## src/rtl/sklansky_frame_accumulator_pkg.sv

```systemverilog
// rtl/sklansky_frame_accumulator_pkg.sv - shared types and widths for the frame accumulator
//
// Purpose: FSM state encoding, adder width and beat counter width shared by
//          the accumulator top, its control sub-module and its bus interface.
// Ports:   none (package).
package sklansky_frame_accumulator_pkg;

  localparam int DATA_W = 16;
  localparam int BEAT_W = 8;

  typedef enum logic [1:0] {
    IDLE  = 2'd0,
    ACCUM = 2'd1,
    DONE  = 2'd2
  } acc_state_t;

endpackage

```

## src/rtl/sklansky_frame_accumulator_if.sv

```systemverilog
// rtl/sklansky_frame_accumulator_if.sv - sample-in / result-out stream bundle
//
// Purpose: groups the input sample stream and the output result stream.
// Signals: in_valid/in_ready/in_data/in_last  - sample stream (source -> block)
//          out_valid/out_ready                 - result handshake (block -> consumer)
//          out_sum/out_cnt/out_ovf             - frame total, beat count, saturation flag
// Modports: master = source and consumer side, slave = accumulator side.
interface sklansky_frame_accumulator_if
  import sklansky_frame_accumulator_pkg::*;
#(
  parameter int CNT_W = 8
);

  logic                    in_valid;
  logic                    in_ready;
  logic [DATA_W-1:0]       in_data;
  logic                    in_last;
  logic                    out_valid;
  logic                    out_ready;
  logic [DATA_W+CNT_W-1:0] out_sum;
  logic [BEAT_W-1:0]       out_cnt;
  logic                    out_ovf;

  modport master (
    output in_valid, in_data, in_last, out_ready,
    input  in_ready, out_valid, out_sum, out_cnt, out_ovf
  );

  modport slave (
    input  in_valid, in_data, in_last, out_ready,
    output in_ready, out_valid, out_sum, out_cnt, out_ovf
  );

endinterface

```

## src/rtl/SklanskyAdder_16.sv

```systemverilog
// rtl/SklanskyAdder_16.sv - combinational 16-bit Sklansky prefix adder
//
// Purpose: sum = a + b (no carry-in), carry-out on o_co; purely combinational.
// Ports:   i_a, i_b - 16-bit operands
//          o_sum    - 16-bit sum
//          o_co     - carry out of bit 15
module SklanskyAdder_16 (
  input  logic [15:0] i_a,
  input  logic [15:0] i_b,
  output logic [15:0] o_sum,
  output logic        o_co
);

  logic [15:0] w_p0;
  logic [15:0] w_g;
  logic [15:0] w_p;
  logic [15:0] w_gn;
  logic [15:0] w_pn;

  // Four divide-and-conquer levels: at level l every bit whose l-th index bit
  // is set absorbs the group (g,p) of the last bit of the preceding 2^l block.
  always_comb begin
    w_p0 = i_a ^ i_b;
    w_g  = i_a & i_b;
    w_p  = w_p0;
    w_gn = w_g;
    w_pn = w_p;
    for (int l = 0; l < 4; l++) begin
      w_gn = w_g;
      w_pn = w_p;
      for (int i = 0; i < 16; i++) begin
        if (((i >> l) & 1) != 0) begin
          w_gn[i] = w_g[i] | (w_p[i] & w_g[((i >> l) << l) - 1]);
          w_pn[i] = w_p[i] & w_p[((i >> l) << l) - 1];
        end
      end
      w_g = w_gn;
      w_p = w_pn;
    end
    o_sum = w_p0 ^ {w_g[14:0], 1'b0};
    o_co  = w_g[15];
  end

endmodule

```

## src/rtl/sklansky_frame_accumulator_ctrl.sv

```systemverilog
// rtl/sklansky_frame_accumulator_ctrl.sv - frame FSM and beat counter
//
// Purpose: tracks the frame state, counts accepted beats and produces the
//          accept / clear / close strobes that steer the datapath.
// Ports:   i_clk, i_rst              - clock, synchronous active-high reset
//          i_in_valid, i_in_last     - input stream qualifiers
//          i_out_ready               - result consumer ready
//          o_state                   - current FSM state
//          o_in_ready, o_out_valid   - stream handshake outputs
//          o_accept                  - a sample is taken this cycle
//          o_clear                   - accepted beat opens a new frame
//          o_close                   - accepted beat closes the frame
//          o_beat_next               - beat count including this beat
module sklansky_acc_ctrl
  import sklansky_frame_accumulator_pkg::*;
#(
  parameter int SAMPLES = 8
) (
  input  logic              i_clk,
  input  logic              i_rst,
  input  logic              i_in_valid,
  input  logic              i_in_last,
  input  logic              i_out_ready,
  output acc_state_t        o_state,
  output logic              o_in_ready,
  output logic              o_out_valid,
  output logic              o_accept,
  output logic              o_clear,
  output logic              o_close,
  output logic [BEAT_W-1:0] o_beat_next
);

  localparam logic [BEAT_W-1:0] SAMPLES_B = BEAT_W'(SAMPLES);

  acc_state_t        r_state;
  acc_state_t        w_state_next;
  logic [BEAT_W-1:0] r_beat_cnt;

  always_ff @(posedge i_clk) begin
    if (i_rst) begin
      r_state    <= IDLE;
      r_beat_cnt <= '0;
    end else begin
      r_state <= w_state_next;
      if (o_accept) begin
        r_beat_cnt <= o_beat_next;
      end
    end
  end

  always_comb begin
    w_state_next = r_state;
    case (r_state)
      IDLE, ACCUM: begin
        if (o_close) begin
          w_state_next = DONE;
        end else if (o_accept) begin
          w_state_next = ACCUM;
        end
      end
      DONE: begin
        if (i_out_ready) begin
          w_state_next = IDLE;
        end
      end
      default: w_state_next = IDLE;
    endcase
  end

  // The first beat in IDLE restarts the count at 1 regardless of any stale
  // count left over from the previous frame.
  always_comb begin
    o_state     = r_state;
    o_in_ready  = (r_state != DONE);
    o_out_valid = (r_state == DONE);
    o_accept    = i_in_valid & (r_state != DONE);
    o_beat_next = (r_state == IDLE) ? BEAT_W'(1) : r_beat_cnt + BEAT_W'(1);
    o_clear     = o_accept & (r_state == IDLE);
    o_close     = o_accept & (i_in_last | (o_beat_next == SAMPLES_B));
  end

endmodule

```

## src/rtl/sklansky_frame_accumulator.sv

```systemverilog
// rtl/sklansky_frame_accumulator.sv - frame summing shell around a 16-bit Sklansky adder
//
// Purpose: sums a frame of 16-bit samples, extends precision by counting adder
//          carry-outs (saturating), and presents one registered result per frame.
// Ports:   i_clk - clock
//          i_rst - synchronous active-high reset
//          bus   - slave side of the sample/result stream interface
module sklansky_frame_accumulator
  import sklansky_frame_accumulator_pkg::*;
#(
  parameter int SAMPLES = 8,
  parameter int CNT_W   = 8
) (
  input  logic                          i_clk,
  input  logic                          i_rst,
  sklansky_frame_accumulator_if.slave   bus
);

  localparam logic [CNT_W-1:0] CNT_MAX = '1;

  acc_state_t              w_state;
  logic                    w_in_ready;
  logic                    w_out_valid;
  logic                    w_accept;
  logic                    w_clear;
  logic                    w_close;
  logic [BEAT_W-1:0]       w_beat_next;
  logic [DATA_W-1:0]       w_a;
  logic [DATA_W-1:0]       w_sum;
  logic                    w_co;
  logic [CNT_W-1:0]        w_carry_next;
  logic                    w_ovf_next;

  logic [DATA_W-1:0]       r_acc;
  logic [CNT_W-1:0]        r_carry_cnt;
  logic                    r_ovf;
  logic [DATA_W+CNT_W-1:0] r_out_sum;
  logic [BEAT_W-1:0]       r_out_cnt;
  logic                    r_out_ovf;

  sklansky_acc_ctrl #(
    .SAMPLES (SAMPLES)
  ) u_ctrl (
    .i_clk       (i_clk),
    .i_rst       (i_rst),
    .i_in_valid  (bus.in_valid),
    .i_in_last   (bus.in_last),
    .i_out_ready (bus.out_ready),
    .o_state     (w_state),
    .o_in_ready  (w_in_ready),
    .o_out_valid (w_out_valid),
    .o_accept    (w_accept),
    .o_clear     (w_clear),
    .o_close     (w_close),
    .o_beat_next (w_beat_next)
  );

  // In IDLE the accumulator may still hold the previous frame, so the adder
  // sees zero instead and the first beat loads the sample directly.
  assign w_a = (w_state == IDLE) ? '0 : r_acc;

  SklanskyAdder_16 u_adder (
    .i_a   (w_a),
    .i_b   (bus.in_data),
    .o_sum (w_sum),
    .o_co  (w_co)
  );

  always_comb begin
    w_carry_next = r_carry_cnt;
    w_ovf_next   = r_ovf;
    if (w_clear) begin
      w_carry_next = {{(CNT_W-1){1'b0}}, w_co};
      w_ovf_next   = 1'b0;
    end else if (w_co) begin
      if (r_carry_cnt == CNT_MAX) begin
        w_ovf_next = 1'b1;
      end else begin
        w_carry_next = r_carry_cnt + CNT_W'(1);
      end
    end
  end

  always_ff @(posedge i_clk) begin
    if (i_rst) begin
      r_acc       <= '0;
      r_carry_cnt <= '0;
      r_ovf       <= 1'b0;
      r_out_sum   <= '0;
      r_out_cnt   <= '0;
      r_out_ovf   <= 1'b0;
    end else begin
      if (w_accept) begin
        r_acc       <= w_sum;
        r_carry_cnt <= w_carry_next;
        r_ovf       <= w_ovf_next;
      end
      // Result registers capture the closing beat's values and then hold
      // untouched through DONE, since no beat is accepted there.
      if (w_close) begin
        r_out_sum <= {w_carry_next, w_sum};
        r_out_cnt <= w_beat_next;
        r_out_ovf <= w_ovf_next;
      end
    end
  end

  assign bus.in_ready  = w_in_ready;
  assign bus.out_valid = w_out_valid;
  assign bus.out_sum   = r_out_sum;
  assign bus.out_cnt   = r_out_cnt;
  assign bus.out_ovf   = r_out_ovf;

endmodule

```

## src/flat_wrapper.sv

```systemverilog
// flat-port wrapper written by rule: the top's interface ports become plain ports
module sklansky_frame_accumulator_flat import sklansky_frame_accumulator_pkg::*;
#(
  parameter int SAMPLES = 8,
  parameter int CNT_W   = 8
)
  (i_clk, i_rst, bus_in_valid, bus_in_data, bus_in_last, bus_out_ready, bus_in_ready, bus_out_valid, bus_out_sum, bus_out_cnt, bus_out_ovf);
  sklansky_frame_accumulator_if #(.CNT_W(CNT_W)) bus_i ();
  input  logic i_clk;
  input  logic i_rst;
  input wire logic [$bits(bus_i.in_valid)-1:0] bus_in_valid;
  input wire logic [$bits(bus_i.in_data)-1:0] bus_in_data;
  input wire logic [$bits(bus_i.in_last)-1:0] bus_in_last;
  input wire logic [$bits(bus_i.out_ready)-1:0] bus_out_ready;
  output wire logic [$bits(bus_i.in_ready)-1:0] bus_in_ready;
  output wire logic [$bits(bus_i.out_valid)-1:0] bus_out_valid;
  output wire logic [$bits(bus_i.out_sum)-1:0] bus_out_sum;
  output wire logic [$bits(bus_i.out_cnt)-1:0] bus_out_cnt;
  output wire logic [$bits(bus_i.out_ovf)-1:0] bus_out_ovf;
  assign bus_i.in_valid = bus_in_valid;
  assign bus_i.in_data = bus_in_data;
  assign bus_i.in_last = bus_in_last;
  assign bus_i.out_ready = bus_out_ready;
  assign bus_in_ready = bus_i.in_ready;
  assign bus_out_valid = bus_i.out_valid;
  assign bus_out_sum = bus_i.out_sum;
  assign bus_out_cnt = bus_i.out_cnt;
  assign bus_out_ovf = bus_i.out_ovf;
  sklansky_frame_accumulator #(.SAMPLES(SAMPLES), .CNT_W(CNT_W)) u_core (.i_clk(i_clk), .i_rst(i_rst), .bus(bus_i));
endmodule
```

## config.mk

```make
export PLATFORM = sky130hd
export DESIGN_NAME = sklansky_frame_accumulator_flat
export DESIGN_NICKNAME = d
export VERILOG_FILES = /design/src/rtl/sklansky_frame_accumulator_pkg.sv /design/src/rtl/sklansky_frame_accumulator_if.sv /design/src/rtl/SklanskyAdder_16.sv /design/src/rtl/sklansky_frame_accumulator_ctrl.sv /design/src/rtl/sklansky_frame_accumulator.sv /design/src/flat_wrapper.sv
export SDC_FILE = /design/constraint.sdc
export NUM_CORES = 1
export LEC_CHECK = 0
export ABC_CLOCK_PERIOD_IN_PS = 3700
export CAP_MARGIN = 20
export CORE_ASPECT_RATIO = 0.75
export CORE_UTILIZATION = 49
export CTS_BUF_LIST = sky130_fd_sc_hd__clkbuf_4 sky130_fd_sc_hd__clkbuf_8 sky130_fd_sc_hd__clkbuf_16
export CTS_CLUSTER_SIZE = 8
export DETAILED_ROUTE_END_ITERATION = 7
export PLACE_DENSITY = 0.77
export RECOVER_POWER = 50
export SETUP_SLACK_MARGIN = 0.3
export SYNTH_ARGS = -nofsm -noshare
export SYNTH_HDL_FRONTEND = slang
export SYNTH_SLANG_ARGS = --single-unit
```

## constraint.sdc

```tcl
create_clock -name i_clk -period 3.7 [get_ports i_clk]
set_clock_uncertainty 0.1 [all_clocks]
set_input_delay 0.74 -clock i_clk [delete_from_list [all_inputs] [get_ports i_clk]]
set_output_delay 0.74 -clock i_clk [all_outputs]
set_load 0.02 [all_outputs]
```

Word level (Yosys, flattened, before mapping)
Index checks and enable logic that the tools add are counted.
Widths: inputs -> output; s select.

cells by class
  $add $sub $neg = 2
  eq/ne operators = 7
  mux-type cells = 12
  bitwise gates (word level) = 88
  reductions and logical operators = 3

operators by type and width
  kind                 count
  $and 1x1->1          52
  $or 1x1->1           33
  $mux 8               4
  $xor 16x16->16       2
  $add 8x1->8 const B  2
  $and 16x16->16       1
  $mux 16              1
  $eq 8x4->1 const B   1
  $eq 8x8->1 const B   1
  $mux 2               3
  $ne 2x2->1 const B   2
  $pmux 2 s2           1
  $mux 1               3
  $ne 3x3->1 const B   1
  $eq 2x1->1 const B   1
  $eq 2x2->1 const B   1
  $logic_not 2->1      1
  $reduce_and 2->1     1
  $reduce_or 2->1      1

word-level totals
  bits in registers = 68
  input bits = 21
  output and inout bits = 35
  logic and storage cells = 120

Longest topological paths before layout
Gate-level depths: netlist of run 1.

  word-level depth = 13
  mapped depth = 14
  depth with buffers taken out = 13

Modules after synthesis
From an unflattened synthesis of run 1, not the netlist that was laid out.

second synthesis, totals
  cell total of the unflattened synthesis = 421
  area, all modules = 3736.1 um^2

by module, submodules not included
  module                      instances  cells each  area an instance (um^2)  seq. area each (um^2)
  sklansky_frame_accumulator  1          269         2511.2                   1161.1
  SklanskyAdder_16            1          76          645.6                    0.0
  sklansky_acc_ctrl           1          76          579.3                    200.2

Worst setup path after synthesis of run 1
Ideal clock, no wire load.

  path kind = flip-flop to flip-flop
  start = reg u_core.u_ctrl.r_state[0] (netlist: u_core.u_ctrl.o_state[0])
  end = reg u_core.r_out_sum[17] (netlist: u_core.bus.out_sum[17])
  setup time = 117 ps
  arrival time = 3248 ps
  data required time = 3483 ps
  path slack = 235 ps
  cell stages (with the launch flop) = 13
  buffers on the path = 2
  clock period less this slack = 3465 ps
  cell sequence = dfxtp_1 buf_2 nor2_1 clkbuf_1 nor2b_1 ha_1 fa_1 a211oi_1 o211ai_2 a221o_1 a21oi_2 mux2_2 a22o_1

on the way
  cells in the longest elaborated chain, start to end = 13
  elaborated cells between the ends (all ways) = 54
  those cells by class = eq/ne: 2; mux: 4; bitwise: 47; reduce/logical: 1

ends and longest elaborated chain
  item                                                     RTL line                                                                                                        source
  from (decl)                                              sklansky_frame_accumulator_ctrl.sv:35                                                                           acc_state_t r_state;
  from (signal assigned)                                   sklansky_frame_accumulator_ctrl.sv:44                                                                           r_state <= w_state_next;
  $logic_not 2->1                                          sklansky_frame_accumulator_ctrl.sv:77, sklansky_frame_accumulator_ctrl.sv:78, sklansky_frame_accumulator.sv:60
  $mux 16                                                  sklansky_frame_accumulator.sv:60                                                                                assign w_a = (w_state == IDLE) ? '0 : r_acc;
  $xor 16x16->16 / $and 16x16->16 (equally long branches)  SklanskyAdder_16.sv:23, SklanskyAdder_16.sv:24
  $and 1x1->1                                              SklanskyAdder_16.sv:33                                                                                          w_gn[i] = w_g[i] | (w_p[i] & w_g[((i >> l) << l) - 1]);
  $or 1x1->1                                               SklanskyAdder_16.sv:33
  $and 1x1->1                                              SklanskyAdder_16.sv:33
  $or 1x1->1                                               SklanskyAdder_16.sv:33
  $and 1x1->1                                              SklanskyAdder_16.sv:33
  $or 1x1->1                                               SklanskyAdder_16.sv:33
  $and 1x1->1                                              SklanskyAdder_16.sv:33
  $or 1x1->1                                               SklanskyAdder_16.sv:33
  $mux 8                                                   sklansky_frame_accumulator.sv:75                                                                                end else if (w_co) begin
  $mux 8                                                   sklansky_frame_accumulator.sv:72                                                                                if (w_clear) begin
  to (signal assigned)                                     sklansky_frame_accumulator.sv:101                                                                               r_out_sum <= {w_carry_next, w_sum};
  to (decl)                                                sklansky_frame_accumulator.sv:37                                                                                logic [DATA_W+CNT_W-1:0] r_out_sum;

Parallel ways exist; a longest one is shown, timed or not.
A chain may end at the register's enable or synchronous reset.

Worst setup path after layout of run 1
  start = in bus_in_data[0]
  end = reg u_core.r_acc[9]

on the way
  cells in the longest elaborated chain, start to end = 10

ends and longest elaborated chain
  item                  RTL line                          source
  from (decl)           flat_wrapper.sv:12                input wire logic [$bits(bus_i.in_data)-1:0] bus_in_data;
  $and 16x16->16        SklanskyAdder_16.sv:24            w_g = i_a & i_b;
  $and 1x1->1           SklanskyAdder_16.sv:33
  $or 1x1->1            SklanskyAdder_16.sv:33
  $and 1x1->1           SklanskyAdder_16.sv:33
  $or 1x1->1            SklanskyAdder_16.sv:33
  $and 1x1->1           SklanskyAdder_16.sv:33
  $or 1x1->1            SklanskyAdder_16.sv:33
  $and 1x1->1           SklanskyAdder_16.sv:33
  $or 1x1->1            SklanskyAdder_16.sv:33
  $xor 16x16->16        SklanskyAdder_16.sv:40            o_sum = w_p0 ^ {w_g[14:0], 1'b0};
  to (signal assigned)  sklansky_frame_accumulator.sv:94  r_acc <= w_sum;
  to (decl)             sklansky_frame_accumulator.sv:34  logic [DATA_W-1:0] r_acc;

No other way between the ends.

==> impl_summary.log, run 1 <==
INFO  metric effective_utilization_at_floorplan = 51.1%
INFO  metric gp_congestion = 0.911
INFO  metric synth-edff-count = 0
INFO  metric pre_cts_slack = -47.8 ps
INFO  metric placement.cell_area = 0.00443 mm^2
INFO  metric crit_path_start = bus_in_data[0]
INFO  metric stdcell_area = 0.00465 mm^2
INFO  metric post_synth_xor_area_fraction = 3.48%
INFO  metric antennaDiodeCount = 0
INFO  metric grt_overflow = 0
INFO  metric route.final.wire_length = 9.22 mm
INFO  metric worstSetupStartpointType = input port
INFO  metric smallest_setup_slack_after_layout = 258 ps
INFO  metric final-max-slew-violation-count = 0
INFO  metric routed_via_density = 5.73
INFO  metric asyncSetResetFlopFracSynth = 0%
INFO  metric worstPathArrival = 3600 ps
INFO  metric yosysUniqueCellTypes = 60
INFO  metric yosys-mux-area-fraction = 4.57%
INFO  metric numPortBuffers = 55
INFO  metric grt_max_degree = 56
INFO  metric die_h = 78.0 um
INFO  metric seq_power_share = 44.4%
INFO  metric layout_worst_path_cycle_share = 93.0%
INFO  metric finalSetupViolCount = 0
INFO  metric postCtsHoldBufs = 0
INFO  metric share_clk_of_total_power = 40.0%
INFO  metric mappedNetlistNets = 491
INFO  metric synth.cell_area = 0.00378 mm^2
INFO  metric yosys.area_share.simple = 22.5%
INFO  metric synth_top_area_share = 36.0%
INFO  metric area_growth_syn_to_layout = 23.2%
INFO  metric max_h_tree_level = 3
INFO  metric dr.first_iter.drc_count = 189
INFO  metric power.total = 1.75 mW
INFO  metric synthesized_area_fraction_occupied_by_ao_oa_aoi_and_oai_cells = 21.2%
INFO  metric criticalPathCategory = input port to flip-flop
INFO  metric finish.cell_count_without_fillers = 609
INFO  metric clock_tree.buffer_depth = 2
INFO  metric vias = 3,490
INFO  metric worst_hold_slack = 352 ps
INFO  metric cts.sink_count = 68
INFO  metric final_period_minus_worst_setup_slack = 3440 ps
INFO  metric proportion_of_total_power_due_to_net_switching = 26.5%
INFO  metric tritoncts = built
INFO  metric antenna_found_initial = 0
INFO  metric grt_setup_unrepaired = true
INFO  metric ioPinCount = 56
INFO  metric netlist_top_cells_area = dfxtp_1, ha_1, nand2_1
INFO  metric avgSynthCellArea = 8.41 um^2
INFO  metric postSynthCellCount = 449
INFO  metric crit_path_end_kind = flip-flop
INFO  metric slew-limit-headroom = 53.6%
INFO  metric drt_pre_antenna_iters = 5
INFO  metric number_of_nets_with_antenna_violations_after_routing = 0
INFO  metric switching_power = 0.464 mW
INFO  metric grt_use_total = 24.9%
INFO  metric synth.ff_latch_count = 68
INFO  metric hold_violations = 0
INFO  metric reg2reg_from = u_core.u_ctrl.o_state[1]$_SDFFE_PP0P_
INFO  metric combinationalPowerShare = 15.6%
INFO  metric dpl.hpwl = 6.42 mm
INFO  metric dp.cells = 593
INFO  metric worst_setup_hold_path_clk_slew = 70 ps
INFO  metric number_of_global_route_vias_before_repair = 3,298
INFO  metric synth_top_family_by_area = simple AND/OR/NAND/NOR gates
INFO  metric synth.yosys.seq_area_share = 36.0%
INFO  metric run_status = finished clean
INFO  metric synth-adder-area-share = 7.75%
INFO  metric tightest_slew = 694 ps
INFO  metric fp.dieArea = 0.00807 mm^2
INFO  metric vdd.ir_drop.worst = 0.000273 V
INFO  metric core.rowCount = 27
INFO  metric floorplan_core_area = 0.00740 mm^2
INFO  metric fmax = 290 MHz
INFO  metric intPower = 1.29 mW
INFO  metric power_leakage = 1.90 nW
INFO  metric worstHoldStart = u_core.r_acc[4]$_SDFFE_PP0P_
INFO  metric yosys_warnings = 0
INFO  metric synth_largest_area_cell = dfxtp_1
INFO  metric max_cap_viol_count = 0
INFO  metric number_of_remaining_drc_errors = 0
INFO  metric drive_above_1_share = 7.87%
INFO  metric required = 3860 ps
INFO  metric critPathMaxFanout = 3
INFO  metric min_delay_worst_type = flip-flop to flip-flop
INFO  metric ys_dominant_reg_cell = dfxtp_1
INFO  metric powerDensity = 376 mW/mm^2
INFO  metric cts_root_buf = clkbuf_8
INFO  metric tritoncts.num_buffers = 9
INFO  metric clock_latency_of_the_later_clocked_register_in_the_worst_skew_pair = 350 ps
INFO  metric die_width = 103 um
INFO  metric grt_pass1_wl = 15.6 mm
INFO  metric fin_nets = 545
INFO  metric route.detailed.wl_per_inst = 15.1 um
## final cells by class
class                           instances  area (um^2)
Inverter                               13         48.8
Tap cell                              101          126
Clock inverter                          4         72.6
Sequential cell                        68         1360
Timing Repair Buffer                   68          636
Multi-Input combinational cell        343         2250
Fill cell                             612         2750
Clock buffer                           12          153
## registers in the layout (all words and copies together), names as in the netlist
signal and cells:
u_core.bus.out_sum 24, u_core.r_acc 16, u_core.bus.out_ovf 1, u_core.bus.out_cnt 8
u_core.u_ctrl.o_state 2, u_core.r_carry_cnt 8, u_core.r_ovf 1, u_core.u_ctrl.r_beat_cnt 8
## power by group through the flow
stage	clock, mW	sequential, mW	combinational, mW
finish	0.700	0.778	0.272
detailed placement	0	0.794	0.277
global route	0.751	0.781	0.299
CTS	0.710	0.778	0.279
floorplan	0	0.807	0.164
global placement	0	0.793	0.270
## stage by stage
step,setup TNS (ps),utilization [%]
floorplan,0,-
CTS,0,63.0
global route,0,62.9
global placement,0,59.9
detailed placement,-47.8,59.9
finish,0,62.9
## Yosys cell counts (all sizes together), types with 6 or more instances
library cell	count
inv	13
nor3	7
nor2	43
and3	7
mux2i	15
nand4	6
nor2b	15
clkbuf	18
ha	17
buf	7
a211oi	15
xor2	9
and2	6
xnor2	6
nand2b	6
nand3	24
a31oi	9
a21o	9
dfxtp	68
o31ai	7
nand2	56
a21oi	34
## what timing repair did
item | 4_1_cts | 5_1_grt
resized for setup | 1 | 0
pin swaps | 0 | 0
setup buffers | 0 | 0
endpoints found under the setup margin | 1 | 1
## path summary, 6_finish.rpt
kind	cells past startpoint	slack [ps]	to
setup / recovery	11	260	u_core.r_acc[9]$_SDFFE_PP0P_
hold / removal	2	350	u_core.r_acc[4]$_SDFFE_PP0P_
setup reg to reg	11	510	u_core.bus.out_sum[16]$_SDFFE_PP0P_
hold reg to reg	2	350	u_core.r_acc[4]$_SDFFE_PP0P_
## cells in the final DEF, fill, tap and decap left out, drive strengths merged, types with 12 or more instances in the layout
cell	instances
clkbuf	14
clkdlybuf4s50	17
dfxtp	68
ha	17
dlygate4sd3	37
a21oi	34
nand3	24
mux2i	15
nor2b	15
buf	12
inv	13
a211oi	15
nand2	56
nor2	43
## metal layers
layer	part of all wire (%)	GRT usage [%]	vias to the layer above
met2	46	39.3	117
met3	6.3	6.14	12
met5	0	0	-
li1	-	-	1720
met4	1.2	7.04	0
met1	47	33.4	1641
## worst max-delay path, cell delays in order
cell and delay [ps]:
dlygate4sd3_1 540, ha_1 220, fa_1 440, a211oi_2 320
o21ai_0 180, a21o_1 240, nand2_1 80, nand2_1 60
fa_1 370, xnor2_1 160, a211oi_1 250
## logic make-up after synthesis
kind of cell | after synthesis
muxes | 17
DFF | 68
AOI/OAI and AO/OA | 110
buffers and inverters | 38
and+or+nand+nor | 180
adders and majority gates | 21
xor gates and xnor gates | 15
(Power assumes the default switching activity.)
==> run 2, diff against run 1 <==
- PLACE_DENSITY: 0.77 -> 0.76
- SKIP_CTS_REPAIR_TIMING: unset -> 1
==> impl_summary.log, run 2 (synthesis results as in run 1) <==
INFO  metric min_delay_worst_type = flip-flop to flip-flop
INFO  metric smallest_setup_slack_after_layout = 383 ps (+126 ps)
INFO  metric max_h_tree_level = 3 (unchanged)
INFO  metric floorplan_core_area = 0.00740 mm^2 (unchanged)
INFO  metric finalSetupViolCount = 0 (unchanged)
INFO  metric critPathMaxFanout = 7 (+4)
INFO  metric required = 3860 ps (about the same)
INFO  metric area_growth_syn_to_layout = 22.6%
INFO  metric run_status = finished clean
INFO  metric grt_use_total = 24.3% (-0.54 points)
INFO  metric final-max-slew-violation-count = 0 (unchanged)
INFO  metric dpl.hpwl = 6.39 mm (-0.40%)
INFO  metric proportion_of_total_power_due_to_net_switching = 27.2% (+0.73 points)
INFO  metric gp_congestion = 0.922 (+1.2%)
INFO  metric antennaDiodeCount = 0 (unchanged)
INFO  metric stdcell_area = 0.00463 mm^2 (-0.48%)
INFO  metric power.total = 1.67 mW (-4.3%)
INFO  metric criticalPathCategory = input port to flip-flop
INFO  metric pre_cts_slack = -20.4 ps (+27.4 ps)
INFO  metric drt_pre_antenna_iters = 5 (unchanged)
INFO  metric number_of_global_route_vias_before_repair = 3,136 (-4.9%)
INFO  metric number_of_remaining_drc_errors = 0 (unchanged)
INFO  metric core.rowCount = 27 (unchanged)
INFO  metric seq_power_share = 46.6% (+2.2 points)
INFO  metric drive_above_1_share = 7.91% (+0.031 points)
INFO  metric power_leakage = 1.89 nW (-0.37%)
INFO  metric path_cells = clkdlybuf4s50_1 -> ha_1 -> fa_1 -> a211oi_1 -> buf_4 -> o211ai_2 -> buf_4 -> nand3_1 -> buf_4 -> and3_1 -> o31ai_1 -> a211oi_1
INFO  metric most-common-layout-cells = dfxtp_1, nand2_1, nor2_1
INFO  metric grt_overflow = 0 (unchanged)
INFO  metric fin_nets = 543 (-0.37%)
INFO  metric route.detailed.wl_per_inst = 14.9 um (-1.3%)
INFO  metric intPower = 1.22 mW (-5.3%)
INFO  metric critical_path_s_largest_stage_delay = 420 ps (-120 ps)
INFO  metric dr.first_iter.drc_count = 165 (-13%)
INFO  metric fmax = 302 MHz (+3.8%)
INFO  metric path_common_cell = buf_4
INFO  metric die_h = 78.0 um (unchanged)
INFO  metric clock_latency_of_the_later_clocked_register_in_the_worst_skew_pair = 350 ps (about the same)
INFO  metric routed_via_density = 5.67 (-1.1%)
INFO  metric crit_family = buffers and inverters
INFO  metric tritoncts.num_buffers = 9 (unchanged)
INFO  metric layout_worst_path_cycle_share = 89.6% (-3.4 points)
INFO  metric grt_pass1_wl = 15.2 mm (-2.5%)
INFO  metric worstSetupStartpointType = input port
INFO  metric worst_setup_hold_path_clk_slew = 70 ps (about the same)
INFO  metric final_common_cell = dfxtp_1
INFO  metric fp.dieArea = 0.00807 mm^2 (unchanged)
INFO  metric cts_root_buf = clkbuf_8
INFO  metric effective_utilization_at_floorplan = 51.1% (unchanged)
INFO  metric number_of_nets_with_antenna_violations_after_routing = 0 (unchanged)
INFO  metric cpMaxStageDelayCell = fa_1
INFO  metric hold_violations = 0 (unchanged)
INFO  metric max_cap_viol_count = 0 (unchanged)
INFO  metric slew-limit-headroom = 51.9% (-1.7 points)
INFO  metric cts.sink_count = 68 (unchanged)
INFO  metric die_width = 103 um (unchanged)
INFO  metric grt_max_degree = 56 (unchanged)
INFO  metric critical_path_buf_inv_count = 4 (+3)
INFO  metric grt_setup_unrepaired = false
INFO  metric largest_register_ff_count = 24 (unchanged)
INFO  metric antenna_found_initial = 0 (unchanged)
INFO  metric crit_path_end_kind = flip-flop
INFO  metric final_period_minus_worst_setup_slack = 3320 ps (-126 ps)
INFO  metric vias = 3,439 (-1.5%)
INFO  metric route.final.wire_length = 9.07 mm (-1.7%)
INFO  metric ioPinCount = 56 (unchanged)
INFO  metric placement.cell_area = 0.00442 mm^2 (-0.23%)
INFO  metric tritoncts = built
INFO  metric rrSetupSlack = 470 ps (-40 ps)
INFO  metric switching_power = 0.456 mW (-1.7%)
INFO  metric powerDensity = 362 mW/mm^2 (-3.9%)
INFO  metric numPortBuffers = 55 (unchanged)
INFO  metric clock_tree.buffer_depth = 2 (unchanged)
INFO  metric vdd.ir_drop.worst = 0.000175 V (-36%)
INFO  metric tightest_slew = 719 ps (+25.4 ps)
INFO  metric dp.cells = 590 (-0.51%)
INFO  metric share_clk_of_total_power = 37.3% (-2.7 points)
INFO  metric worstPathArrival = 3480 ps (-120 ps)
INFO  metric combinationalPowerShare = 16.1% (+0.5 points)
INFO  metric finish.cell_count_without_fillers = 607 (-0.33%)
==> run 2: through the flow <==
step	util [%]	TNS (ps)	hold slack (ps)
3_5_place_dp	59.7	-20.4	342
5_1_grt	62.6	0	370
3_3_place_gp	59.7	0	338
6_report	62.6	0	350
2_1_floorplan	-	0	332
4_1_cts	62.5	0	352
==> run 2: final timing paths <==
kind / start / depth (start not counted) / end
min reg2reg: u_core.r_acc[11]$_SDFFE_PP0P_ / 2 / u_core.r_acc[11]$_SDFFE_PP0P_
max reg2reg: u_core.u_ctrl.o_state[0]$_SDFFE_PP0P_ / 12 / u_core.bus.out_sum[22]$_SDFFE_PP0P_
max: bus_in_data[0] / 12 / u_core.r_carry_cnt[6]$_SDFFE_PP0P_
min: u_core.r_acc[11]$_SDFFE_PP0P_ / 2 / u_core.r_acc[11]$_SDFFE_PP0P_
==> run 2: power by group through the flow <==
stage          combinational (mW)  sequential (mW)  clock [mW]
3_5_place_dp                0.273            0.797           0
2_1_floorplan               0.164            0.807           0
5_1_grt                     0.295            0.783       0.683
3_3_place_gp                0.268            0.795           0
4_1_cts                     0.275            0.780       0.642
6_report                    0.270            0.780       0.624
==> run 2: routing by layer <==
metal / share of wire (%) / global-route usage [%] / vias to the layer above / wire (um)
li1: - / - / 1711 / -
met1: 48 / 33.3 / 1610 / 4340
met2: 45 / 37.2 / 105 / 4110
met3: 5.5 / 6.59 / 13 / 501
met4: 1.2 / 7.32 / 0 / 108
met5: 0 / 0 / - / 0
==> run 2: worst reg2reg max path: stages, from the launching register on <==
cell	delay, ps
dfxtp_2	380
nor2_2	220
buf_4	290
nor2b_1	80
ha_1	330
o211ai_1	150
o211ai_2	220
buf_4	160
nand3_1	100
buf_4	170
and3_1	270
or3_1	380
a32o_1	260
==> run 2: final cells by class <==
type / count / area (um^2)
clock inverters: 4 / 48.8
clock buffers: 12 / 153
flip-flops and latches: 68 / 1360
multi-input cells: 343 / 2260
well taps: 101 / 126
fillers: 659 / 2770
inverters: 13 / 48.8
repair buffers: 66 / 633
==> run 3, diff against run 2 <==
- ABC_CLOCK_PERIOD_IN_PS: 3700 -> 3350
- CAP_MARGIN: 20 -> unset
- CORE_UTILIZATION: 49 -> 54
- PLACE_DENSITY: 0.76 -> 0.8
- clock period: 3.7 -> 3.35 ns (I/O delays scaled with it)
==> impl_summary.log, run 3 (synthesis results as in run 1) <==
INFO  metric fp.dieArea = 0.00734 mm^2 (-9.1%)
INFO  metric hold_violations = 0 (unchanged)
INFO  metric drt_pre_antenna_iters = 5 (unchanged)
INFO  metric reg2reg_from = u_core.u_ctrl.o_state[0]$_SDFFE_PP0P_
INFO  metric dr.first_iter.drc_count = 223 (+35%)
INFO  metric r2r_end = u_core.r_acc[13]$_SDFFE_PP0P_
INFO  metric vias = 3,597 (+4.6%)
INFO  metric critPathMaxFanout = 7 (unchanged)
INFO  metric powerDensity = 405 mW/mm^2 (+12%)
INFO  metric clock_tree.buffer_depth = 2 (unchanged)
INFO  metric die_width = 98.6 um (-4.7%)
INFO  metric timing.hold.worst_endpoint = u_core.r_acc[4]$_SDFFE_PP0P_
INFO  metric share_clk_of_total_power = 38.9% (+1.6 points)
INFO  metric core.rowCount = 25 (-7.4%)
INFO  metric dp.cells = 578 (-2.0%)
INFO  metric most-common-layout-cells = dfxtp_1, nand2_1, nor2_1
INFO  metric seq_power_share = 44.2% (-2.4 points)
INFO  metric multi_input_comb_area = 0.00235 mm^2 (+4.3%)
INFO  metric worstSetupStartpointType = flip-flop
INFO  metric ioPinCount = 56 (unchanged)
INFO  metric worst-r2r-cell-count = 11 (-1)
INFO  metric vdd.ir_drop.worst = 0.000302 V (+73%)
INFO  metric antennaDiodeCount = 0 (unchanged)
INFO  metric clock_latency_of_the_later_clocked_register_in_the_worst_skew_pair = 360 ps (about the same)
INFO  metric proportion_of_total_power_due_to_net_switching = 26.7% (-0.50 points)
INFO  metric grt_use_total = 27.3% (+3.0 points)
INFO  metric final_common_cell = dfxtp_1
INFO  metric effective_utilization_at_floorplan = 57.8% (+6.7 points)
INFO  metric die_h = 74.4 um (-4.6%)
INFO  metric dpl.hpwl = 6.56 mm (+2.6%)
INFO  metric finalSetupViolCount = 0 (unchanged)
INFO  metric number_of_global_route_vias_before_repair = 3,382 (+7.8%)
INFO  metric fin_nets = 555 (+2.2%)
INFO  metric finish.cell_count_without_fillers = 599 (-1.3%)
INFO  metric rrSetupSlack = 350 ps (-120 ps)
INFO  metric area_growth_syn_to_layout = 27.3%
INFO  metric crit_path_end_kind = flip-flop
INFO  metric worstPathArrival = 3100 ps (-380 ps)
INFO  metric route.detailed.wl_per_inst = 15.9 um (+6.7%)
INFO  metric sequential_cell_area = 0.00137 mm^2 (+0.18%)
INFO  metric route.final.wire_length = 9.55 mm (+5.3%)
INFO  metric cts_root_buf = clkbuf_8
INFO  metric power.total = 1.95 mW (+16%)
INFO  metric number_of_remaining_drc_errors = 0 (unchanged)
INFO  metric crit_path_start = u_core.u_ctrl.o_state[0]$_SDFFE_PP0P_
INFO  metric final_period_minus_worst_setup_slack = 3000 ps
INFO  metric layout.filler_cells = 498 (-24%)
INFO  metric max_h_tree_level = 3 (unchanged)
INFO  metric grt_overflow = 0 (unchanged)
INFO  metric cts.sink_count = 68 (unchanged)
INFO  metric worstHoldStart = u_core.r_acc[4]$_SDFFE_PP0P_
INFO  metric layout_worst_path_cycle_share = 89.5%
INFO  metric switching_power = 0.521 mW (+14%)
INFO  metric numPortBuffers = 55 (unchanged)
INFO  metric number_of_nets_with_antenna_violations_after_routing = 0 (unchanged)
INFO  metric criticalPathCategory = flip-flop to flip-flop
INFO  metric intPower = 1.43 mW (+17%)
INFO  metric grt_max_degree = 33 (-41%)
INFO  metric power_leakage = 1.97 nW (+4.3%)
INFO  metric max_cap_viol_count = 0 (unchanged)
INFO  metric run_status = finished clean
INFO  metric cells_on_worst_hold_path = 2 (unchanged)
INFO  metric tritoncts.num_buffers = 9 (unchanged)
INFO  metric tightest_slew = 1080 ps (+363 ps)
INFO  metric grt_pass1_wl = 15.6 mm (+2.4%)
INFO  metric placement.cell_area = 0.00447 mm^2 (+1.2%)
INFO  metric largest_register_ff_count = 24 (unchanged)
INFO  metric worst_setup_hold_path_clk_slew = 70 ps (about the same)
INFO  metric min_delay_worst_type = flip-flop to flip-flop
INFO  metric required = 3450 ps (-410 ps)
INFO  metric gp_congestion = 0.918 (-0.36%)
INFO  metric fmax = 334 MHz
INFO  metric slew-limit-headroom = 27.9% (-24 points)
INFO  metric floorplan_core_area = 0.00654 mm^2 (-12%)
INFO  metric routed_via_density = 6.01 (+6.0%)
INFO  metric tritoncts = built
INFO  metric combinationalPowerShare = 16.9% (+0.8 points)
INFO  metric drive_above_1_share = 12.2% (+4.3 points)
INFO  metric worst_hold_slack = 352 ps (+2.02 ps)
INFO  metric grt_setup_unrepaired = true
INFO  metric final-max-slew-violation-count = 0 (unchanged)
INFO  metric antenna_found_initial = 0 (unchanged)
INFO  metric stdcell_area = 0.00481 mm^2 (+3.8%)
[run 3: power by group through the flow]
| stage | registers [mW] | clock network [mW] | logic, mW |
|---|---|---|---|
| after floorplan | 0.892 | 0 | 0.187 |
| after global placement | 0.878 | 0 | 0.303 |
| after detailed placement | 0.880 | 0 | 0.310 |
| after CTS | 0.862 | 0.771 | 0.312 |
| after global routing | 0.864 | 0.814 | 0.356 |
| final | 0.861 | 0.758 | 0.329 |
[run 3: per-layer routing]
metal,vias to the layer above,wire (um),GRT usage (%)
met1,1701,4220,33.1
met3,19,641,8.55
met2,133,4510,46.7
met5,-,0,0
li1,1744,-,-
met4,0,178,9.78
[run 3: worst max-delay path by stage]
stage                                                endpoint  cells past startpoint
after detailed placement        u_core.r_acc[13]$_SDFFE_PP0P_                     10
after floorplan           u_core.bus.out_sum[17]$_SDFFE_PP0P_                     12
final                           u_core.r_acc[13]$_SDFFE_PP0P_                     11
after CTS                  u_core.bus.out_sum[9]$_SDFFE_PP0P_                     13
after global routing            u_core.r_acc[13]$_SDFFE_PP0P_                     11
after global placement           u_core.r_acc[9]$_SDFFE_PP0P_                     11
[run 3: critical path, cell delays in order (launching register included)]
cell      delay, ps
dfxtp_4         370
nor2_4          220
nor2b_1         100
ha_2            180
fa_2            380
a211oi_4        310
o211ai_2        110
a221o_1         410
buf_6           160
a21oi_4         150
xor2_2          230
a211oi_2        100
[run 3: cell type report]
type | instances | area share (%)
clock buffers | 12 | 3.05
clock inverters | 4 | 1.54
inverters | 13 | 1.02
multi-input cells | 343 | 49.0
flip-flops and latches | 68 | 28.4
well taps | 81 | 2.11
repair buffers | 78 | 14.9
[run 3: per-stage QoR]
step,util [%],TNS [ps],setup slack (ps)
after global placement,68.4,-216,-54.0
final,73.5,0,352
after floorplan,-,0,302
after detailed placement,68.4,-867,-143
after global routing,73.5,0,237
after CTS,71.8,0,142
